==> src/rtl/rv_muldiv_arb_pkg.sv <==
// Shared types for the rv_muldiv scheduler: ALU codes, FSM states and op-class helpers.
package rv_muldiv_arb_pkg;

    typedef logic [3:0] alu_t;

    localparam alu_t ALU_DEFAULT = 4'h0;
    localparam alu_t ALU_MUL     = 4'h8;
    localparam alu_t ALU_MULH    = 4'h9;
    localparam alu_t ALU_MULHSU  = 4'hA;
    localparam alu_t ALU_MULHU   = 4'hB;
    localparam alu_t ALU_DIV     = 4'hC;
    localparam alu_t ALU_DIVU    = 4'hD;
    localparam alu_t ALU_REM     = 4'hE;
    localparam alu_t ALU_REMU    = 4'hF;

    localparam int DIV_TMO_MIN = 20;

    typedef enum logic [2:0] {
        IDLE,
        MUL,
        DIV_ISSUE,
        DIV_WAIT,
        RESP
    } arb_state_t;

    function automatic logic is_div(alu_t alu);
        return (alu == ALU_DIV) || (alu == ALU_DIVU) || (alu == ALU_REM) || (alu == ALU_REMU);
    endfunction

    function automatic logic is_rem(alu_t alu);
        return (alu == ALU_REM) || (alu == ALU_REMU);
    endfunction

    function automatic logic is_mul(alu_t alu);
        return (alu == ALU_MUL) || (alu == ALU_MULH) || (alu == ALU_MULHSU) || (alu == ALU_MULHU);
    endfunction

endpackage

==> src/rtl/rv_muldiv_arb_rr_arb2.sv <==
// Combinational two-way round-robin grant; the pointer register is owned by the parent.
module rv_muldiv_arb_rr_arb2 (
    input  logic [1:0] i_req,
    input  logic       i_rr_ptr,
    output logic [1:0] o_gnt
);

    // On contention the requester that was not granted last wins.
    always_comb begin
        o_gnt = i_req;
        if (i_req == 2'b11) begin
            o_gnt = i_rr_ptr ? 2'b01 : 2'b10;
        end
    end

endmodule

==> src/rtl/rv_muldiv_arb.sv <==
// Two-requester scheduler for rv_muldiv; MULDIV_DIV0_BYPASS_EN answers div-by-zero/overflow locally.
// States: IDLE accept | MUL capture product | DIV_ISSUE start divider | DIV_WAIT wait or time out | RESP hold response
module rv_muldiv_arb
    import rv_muldiv_arb_pkg::*;
#(
    parameter int TAG_W   = 4,
    parameter int DIV_TMO = 40
) (
    input  logic                  i_clk,
    input  logic                  i_xreset,
    input  logic [1:0]            i_req_valid,
    output logic [1:0]            o_req_ready,
    input  alu_t [1:0]            i_req_alu,
    input  logic [1:0][31:0]      i_req_a,
    input  logic [1:0][31:0]      i_req_b,
    input  logic [1:0][TAG_W-1:0] i_req_tag,
    output logic                  o_rsp_valid,
    input  logic                  i_rsp_ready,
    output logic [31:0]           o_rsp_data,
    output logic                  o_rsp_id,
    output logic [TAG_W-1:0]      o_rsp_tag,
    output logic                  o_rsp_err,
    output logic                  o_md_rdy,
    output alu_t                  o_md_alu,
    output logic [31:0]           o_md_rrd1,
    output logic [31:0]           o_md_rrd2,
    input  logic [31:0]           i_md_rwdat,
    input  logic                  i_md_cmpl
);

    // A timeout below the floor is raised to the floor instead of cutting the divider short.
    localparam int TMO_CYC = (DIV_TMO < DIV_TMO_MIN) ? DIV_TMO_MIN : DIV_TMO;
    localparam int TMO_W   = $clog2(TMO_CYC);

    arb_state_t       r_st;
    logic             r_rr_ptr;
    logic             r_byp;
    logic             r_rsp_valid;
    logic [31:0]      r_rsp_data;
    logic             r_rsp_id;
    logic [TAG_W-1:0] r_rsp_tag;
    logic             r_rsp_err;
    logic             r_md_rdy;
    alu_t             r_md_alu;
    logic [31:0]      r_md_rrd1;
    logic [31:0]      r_md_rrd2;
    logic [TMO_W-1:0] r_tmo;

    logic [1:0]       w_gnt;
    logic             w_sel;
    logic             w_accept;
    alu_t             w_alu;
    logic [31:0]      w_a;
    logic [31:0]      w_b;
    logic             w_byp;
    logic [31:0]      w_byp_data;

    rv_muldiv_arb_rr_arb2 u_rr_arb (
        .i_req    (i_req_valid),
        .i_rr_ptr (r_rr_ptr),
        .o_gnt    (w_gnt)
    );

    assign w_sel       = w_gnt[1];
    assign w_accept    = (r_st == IDLE) && (w_gnt != 2'b00);
    assign w_alu       = i_req_alu[w_sel];
    assign w_a         = i_req_a[w_sel];
    assign w_b         = i_req_b[w_sel];
    assign o_req_ready = (r_st == IDLE) ? w_gnt : 2'b00;

`ifdef MULDIV_DIV0_BYPASS_EN
    logic w_b_zero;
    logic w_ovf;

    assign w_b_zero = (w_b == 32'd0);
    assign w_ovf    = ((w_alu == ALU_DIV) || (w_alu == ALU_REM)) &&
                      (w_a == 32'h8000_0000) && (w_b == 32'hFFFF_FFFF);
    assign w_byp    = is_div(w_alu) && (w_b_zero || w_ovf);

    always_comb begin
        w_byp_data = 32'd0;
        if (w_b_zero) begin
            w_byp_data = is_rem(w_alu) ? w_a : 32'hFFFF_FFFF;
        end else if (w_ovf) begin
            w_byp_data = is_rem(w_alu) ? 32'd0 : 32'h8000_0000;
        end
    end
`else
    assign w_byp      = 1'b0;
    assign w_byp_data = 32'd0;
`endif

    always_ff @(posedge i_clk or posedge i_xreset) begin
        if (i_xreset) begin
            r_st        <= IDLE;
            r_rr_ptr    <= 1'b0;
            r_byp       <= 1'b0;
            r_rsp_valid <= 1'b0;
            r_rsp_data  <= 32'd0;
            r_rsp_id    <= 1'b0;
            r_rsp_tag   <= '0;
            r_rsp_err   <= 1'b0;
            r_md_rdy    <= 1'b0;
            r_md_alu    <= ALU_DEFAULT;
            r_md_rrd1   <= 32'd0;
            r_md_rrd2   <= 32'd0;
            r_tmo       <= '0;
        end else begin
            r_md_rdy <= 1'b0;
            case (r_st)
                IDLE: begin
                    if (w_accept) begin
                        r_rr_ptr  <= w_sel;
                        r_rsp_id  <= w_sel;
                        r_rsp_tag <= i_req_tag[w_sel];
                        r_rsp_err <= 1'b0;
                        r_md_alu  <= w_alu;
                        r_md_rrd1 <= w_a;
                        r_md_rrd2 <= w_b;
                        r_byp     <= w_byp;
                        // Bypassed divides reuse the MUL slot so they keep the two-cycle latency.
                        if (w_byp) begin
                            r_rsp_data <= w_byp_data;
                            r_st       <= MUL;
                        end else if (is_div(w_alu)) begin
                            r_md_rdy <= 1'b1;
                            r_st     <= DIV_ISSUE;
                        end else begin
                            r_st <= MUL;
                        end
                    end
                end
                MUL: begin
                    if (!r_byp) begin
                        r_rsp_data <= i_md_rwdat;
                    end
                    r_rsp_valid <= 1'b1;
                    r_st        <= RESP;
                end
                DIV_ISSUE: begin
                    r_tmo <= TMO_W'(TMO_CYC - 1);
                    r_st  <= DIV_WAIT;
                end
                DIV_WAIT: begin
                    if (i_md_cmpl) begin
                        r_rsp_data  <= i_md_rwdat;
                        r_rsp_valid <= 1'b1;
                        r_st        <= RESP;
                    end else if (r_tmo == '0) begin
                        r_rsp_data  <= 32'd0;
                        r_rsp_err   <= 1'b1;
                        r_rsp_valid <= 1'b1;
                        r_st        <= RESP;
                    end else begin
                        r_tmo <= r_tmo - 1'b1;
                    end
                end
                RESP: begin
                    if (i_rsp_ready) begin
                        r_rsp_valid <= 1'b0;
                        r_st        <= IDLE;
                    end
                end
                default: r_st <= IDLE;
            endcase
        end
    end

    assign o_rsp_valid = r_rsp_valid;
    assign o_rsp_data  = r_rsp_data;
    assign o_rsp_id    = r_rsp_id;
    assign o_rsp_tag   = r_rsp_tag;
    assign o_rsp_err   = r_rsp_err;
    assign o_md_rdy    = r_md_rdy;
    assign o_md_alu    = r_md_alu;
    assign o_md_rrd1   = r_md_rrd1;
    assign o_md_rrd2   = r_md_rrd2;

endmodule
==> config.mk <==
export PLATFORM = sky130hd
export DESIGN_NAME = rv_muldiv_arb
export DESIGN_NICKNAME = d
export VERILOG_FILES = /design/src/rtl/rv_muldiv_arb_pkg.sv /design/src/rtl/rv_muldiv_arb_rr_arb2.sv /design/src/rtl/rv_muldiv_arb.sv
export SDC_FILE = /design/constraint.sdc
export NUM_CORES = 1
export LEC_CHECK = 0
export ABC_CLOCK_PERIOD_IN_PS = 5800
export CORE_ASPECT_RATIO = 0.9
export CORE_UTILIZATION = 42
export CTS_BUF_LIST = sky130_fd_sc_hd__clkbuf_16
export DETAILED_ROUTE_END_ITERATION = 10
export MAX_ROUTING_LAYER = met4
export PLACE_DENSITY = 0.87
export REMOVE_ABC_BUFFERS = 1
export SLEW_MARGIN = 40
export SYNTH_ARGS = -nofsm -noshare
export SYNTH_HDL_FRONTEND = slang
export SYNTH_SLANG_ARGS = --single-unit
==> constraint.sdc <==
create_clock -name i_clk -period 5.8 [get_ports i_clk]
set_input_delay 0.58 -clock i_clk [delete_from_list [all_inputs] [get_ports i_clk]]
set_output_delay 0.58 -clock i_clk [all_outputs]
set_load 0.1 [all_outputs]
== Word level (Yosys, flattened, before mapping) ==
Cells that the tools add are included.

* Output and inout port bits: 110
* Register bits: 117

* $lt $le $gt $ge: 1
* Multiplexer cells: 33
* Reductions and logical operators: 17
* Add/sub/neg operators: 1
* Equal/unequal tests: 15

{| class="wikitable"
|+ Operators with widths
! cell !! number
|-
| $mux W32 || 6
|-
| $pmux W32 S2 || 1
|-
| $eq A4 B4 Y1 const B || 4
|-
| $mux W4 || 4
|-
| $pmux W3 S5 || 1
|-
| $mux W3 || 4
|-
| $mux W6 || 2
|-
| $pmux W6 S2 || 1
|-
| $ne A2 B2 Y1 const B || 5
|-
| $reduce_and A3 Y1 || 3
|-
| $mux W1 || 8
|-
| $mux W2 || 4
|-
| $reduce_bool A2 Y1 || 4
|-
| $eq A3 B2 Y1 const B || 2
|-
| $logic_not A6 Y1 || 1
|-
| $sub A6 B1 Y6 const B || 1
|-
| $reduce_and A2 Y1 || 2
|-
| $reduce_and A4 Y1 || 1
|-
| $eq A3 B1 Y1 const B || 1
|-
| $eq A3 B3 Y1 const B || 1
|-
| $logic_not A3 Y1 || 1
|-
| $logic_or A1 B1 Y1 || 3
|-
| $ne A3 B3 Y1 const B || 1
|-
| $pmux W1 S3 || 1
|-
| other kinds (5) || 5
|}

== Longest topological paths before layout ==
* Word-level depth: 11
* Depth in mapped cells: 7
* Mapped depth without buffers: 6

== By module ==
From an unflattened synthesis, not the netlist that was laid out.

* Cells, all modules: 496
* Area total of the unflattened synthesis: 6254.7 um^2

{| class="wikitable"
|+ By module, submodules not included
! module !! area each (um^2) !! times used !! cells each
|-
| rv_muldiv_arb || 6236.0 || 1 || 493
|-
| rv_muldiv_arb_rr_arb2 || 18.8 || 1 || 3
|}

== Worst setup path before layout ==
Ideal clock, no wire load.

* Kind: reg-to-output
* Start point: register o_rsp_id (netlist name)
* End point: output port o_req_ready[0]
* Cell stages (with the launch flop): 3
* Arrival: 2553 ps
* Path slack: 2667 ps
* Data required time: 5220 ps
* Path buffers: 0
* Cells stage by stage: dfrtp_1 inv_1 a21oi_1

{| class="wikitable"
|+ RTL lines
! item !! line !! RTL
|-
| to (decl) || rv_muldiv_arb.sv:12 || <nowiki>output logic [1:0] o_req_ready,</nowiki>
|}

== Worst setup path after layout ==
* Start point: input port i_req_valid[1]
* End point: register r_md_rrd2[3] (netlist: o_md_rrd2[3])

* Longest elaborated chain between the ends: 5
* Elaborated cells between the ends (all ways): 7
* Those cells by class: eq/ne: 1; mux: 3; reduce/logical: 3

{| class="wikitable"
|+ Ends and longest elaborated chain
! item !! line !! RTL
|-
| from (decl) || rv_muldiv_arb.sv:11 || <nowiki>input logic [1:0] i_req_valid,</nowiki>
|-
| $eq A2 B2 Y1 || rv_muldiv_arb_rr_arb2.sv:11 || <nowiki>if (i_req == 2'b11) begin</nowiki>
|-
| $mux W2 (*) || rv_muldiv_arb_rr_arb2.sv:11 ||
|-
| $reduce_bool A2 Y1 || rv_muldiv_arb.sv:65 || <nowiki>assign w_accept = (r_st == IDLE) && (w_gnt != 2'b00);</nowiki>
|-
| $logic_and A1 B1 Y1 || rv_muldiv_arb.sv:65 ||
|-
| $reduce_and A2 Y1 (no source line) || - ||
|-
| to (signal assigned) || rv_muldiv_arb.sv:119 || <nowiki>r_md_rrd2 <= w_b;</nowiki>
|-
| to (decl) || rv_muldiv_arb.sv:46 || <nowiki>logic [31:0] r_md_rrd2;</nowiki>
|}

Every way passes the cells marked *; elsewhere a longest branch is shown, timed or not. The select of a mux whose other input is x is not followed.
A chain may end at the register's enable or synchronous reset.

==> flow_summary.yaml <==
sta:
  setup_violations: 0
  slew_viol_final: 0
  fmax_mhz: 366
  hold_viol: 0
  finalClockSkew_ns: 0.00896
  timing.final.crit_share_pct: 47.2
  fin_crit_ns: 2.74
  relSlewSlack_pct: 48.1
  final.setup.tns_ns: 0
  rsz0062_at_grt: "no"
  hold_slack_ns: 0.474
  worst_pin_slew_ns: 0.777
synth:
  async_flop_share_pct: 100
  avgSynthCellArea_um2: 11.2
  synth_edf_count: 0
  syn-cell-area_um2: 5190
  synth-seq-cells: 117
  ys_types: 41
  ys.flop_type: "dfrtp_1"
  ys_seq_area_share_pct: 56.4
  syn_inst: 465
  ys_warn_count: 0
clock_network:
  cts.reportedPaths.clkPinSlew_ns: 0.05
  cts_tree: "built"
  worstSkewPairLatency_ns: 0.41
  cts_sinks: 117
  cts_made_buffers: 17
  post-cts-setup-buffer-count: 0
  post_cts_resize_count: 0
  root_buffer: "clkbuf_16"
  clock_path_buffers: 2
  hold_buffers: 0
  cts_max_level: 4
floorplanning:
  die-area_um2: 12800
  rows: 38
  die_height_um: 107
  core_area_um2: 12000
  pin_count: 292
  initial_core_util_pct: 43.1
  die_x_um: 119
route:
  drt_iter0_drc: 308
  wire_per_inst_um: 16.3
  dr.pass1.iters: 4
  viasPerCell: 5.06
  postRouteAntennaNets: 0
  drc: 0
  drt-total-wl_um: 15000
  num_vias: 4658
critical_path:
  critical_path_class: "in2reg"
  critPathRequiredTime_ns: 6.06
  r2r-end: "o_md_rrd2[3]"
  startpoint_type: "primary input"
  crit_family: "buffers and inverters"
  path_max_fanout: 42
  crit_chain: "clkdlybuf4s50_1 -> a21boi_4 -> buf_4 -> buf_4 -> mux2i_1 -> o21ai_1"
  setup.worst_path.end: "o_md_rrd2[3]"
  r2r_cells: 5
  slowest_delay_ns: 0.65
  cp-startpoint: "i_req_valid[1]"
  reg2reg_from: "o_rsp_id"
  path_depth: 6
  crit_top_cell: "buf_4"
  regToRegSetupSlack_ns: 3.43
  crit_path_top_delay_cell: "buf_4"
  crit_buf_inv: 3
  cp_data_arrival_time_ns: 3.00
  setup.worst_path.end_class: "flop"
worst_hold_path:
  hold_path.class: "reg2reg"
placement:
  dpl.hpwl_um: 11300
  placed_area_um2: 7650
  io_buffers: 291
  dpl.cell_count: 890
  finalWeightedCongestion: 0.812
final_layout:
  layout-drive-gt1-share_pct: 19.3
  instances_no_fill: 920
  fill_cells: 940
  seq_area_um2: 2930
  syn_to_final_growth_pct: 57.1
  multi_input_area_um2: 2090
  layout_common_cells: "181 x clkdlybuf4s50_1, 117 x dfrtp_1, 110 x buf_2"
  final_common_cell: "clkdlybuf4s50_1"
  final_cell_area_um2: 8150
  diodes: 0
  nets: 933
grt:
  grt_pass1_wl_um: 23200
  grt-ovfl-total: 0
  grt_pass1_vias: 4621
  grt_max_degree: 83
  antenna_found_initial: 0
  grt_usage_pct: 24.5
run_status:
  status: "finished clean"
flow_run:
  max_cap_violations: 0
==> worst min-delay path, stage by stage (launching register included) <==
cell	delay, ns
dfrtp_1	0.33
nand2_1	0.04
o21ai_0	0.06
==> layer usage <==
metal | routed length (µm) | up-vias | global-route usage (%) | share of wire (%)
li1 | - | 2213 | - | -
met1 | 6010 | 2226 | 28.1 | 40
met2 | 7720 | 198 | 41.4 | 51
met3 | 1040 | 21 | 7.04 | 6.9
met4 | 261 | 0 | 8.32 | 1.7
met5 | 0 | - | - | 0
==> how the worst min path moves through the flow <==
stage,startpoint,end,slack (ns),depth (start not counted)
5_1_grt,o_md_rrd2[12],o_md_rrd2[12],0.51,2
3_3_place_gp,o_md_rrd2[8],o_md_rrd2[8],0.46,2
4_1_cts,o_md_rrd2[15],o_md_rrd2[15],0.48,2
3_5_place_dp,o_md_rrd2[8],o_md_rrd2[8],0.47,2
6_report,o_rsp_tag[0],o_rsp_tag[0],0.47,2
2_1_floorplan,r_tmo[5],r_tmo[5],0.50,2
==> sequential cells by signal, summed over array words and instances (netlist names) <==
signal       cells
o_rsp_valid      1
o_rsp_id         1
o_md_rdy         1
o_md_rrd2       32
o_rsp_data      32
r_tmo            6
o_rsp_tag        4
o_rsp_err        1
o_md_rrd1       32
o_md_alu         4
r_st             3
==> synthesized netlist by cell type (all sizes together), types with 2 or more instances <==
library cell / count / area share, %
dfrtp: 117 / 56
nand2: 83 / 6.1
o21ai: 76 / 7.5
mux2i: 73 / 14
a22o: 32 / 5.4
buf: 19 / 2.5
clkbuf: 12 / 0.87
a21oi: 7 / 0.67
inv: 7 / 0.51
nor2: 4 / 0.29
a21boi: 3 / 0.43
o31ai: 3 / 0.43
or4: 3 / 0.43
a22oi: 2 / 0.29
ha: 2 / 0.48
nand2b: 2 / 0.24
nor2b: 2 / 0.24
nor3: 2 / 0.29
o211ai: 2 / 0.55
==> area by class of cell <==
type                       count  area share, %
timing repair buffer         296           29.5
sequential                   117           35.9
multi-input combinational    310           25.6
tap                          160           2.46
clock inverter                13          0.967
clock buffer                  17           5.22
inverter                       7          0.353
==> stage by stage <==
step | util, % | worst slack (ns)
floorplan | - | -1.77
finish | 67.8 | 3.06
global route | 67.8 | 2.96
detailed placement | 63.6 | 2.65
CTS | 67.8 | 3.09
global placement | 68.1 | 2.58
==> logic make-up (layout without fill, tap and decap cells) <==
logic type / Yosys count / after routing / share of synthesized area, %
AOI/OAI and AO/OA: 130 / 130 / 16.2
DFF: 117 / 117 / 56.4
and+or+nand+nor: 103 / 103 / 8.53
muxes: 74 / 74 / 14.3
buffers and inverters: 38 / 333 / 3.91
adders and majority gates: 2 / 2 / 0.482
xor gates and xnor gates: 1 / 1 / 0.169
Power is not shown: default switching activity piles up to over one toggle a cycle in this logic, so the estimate is an artifact.
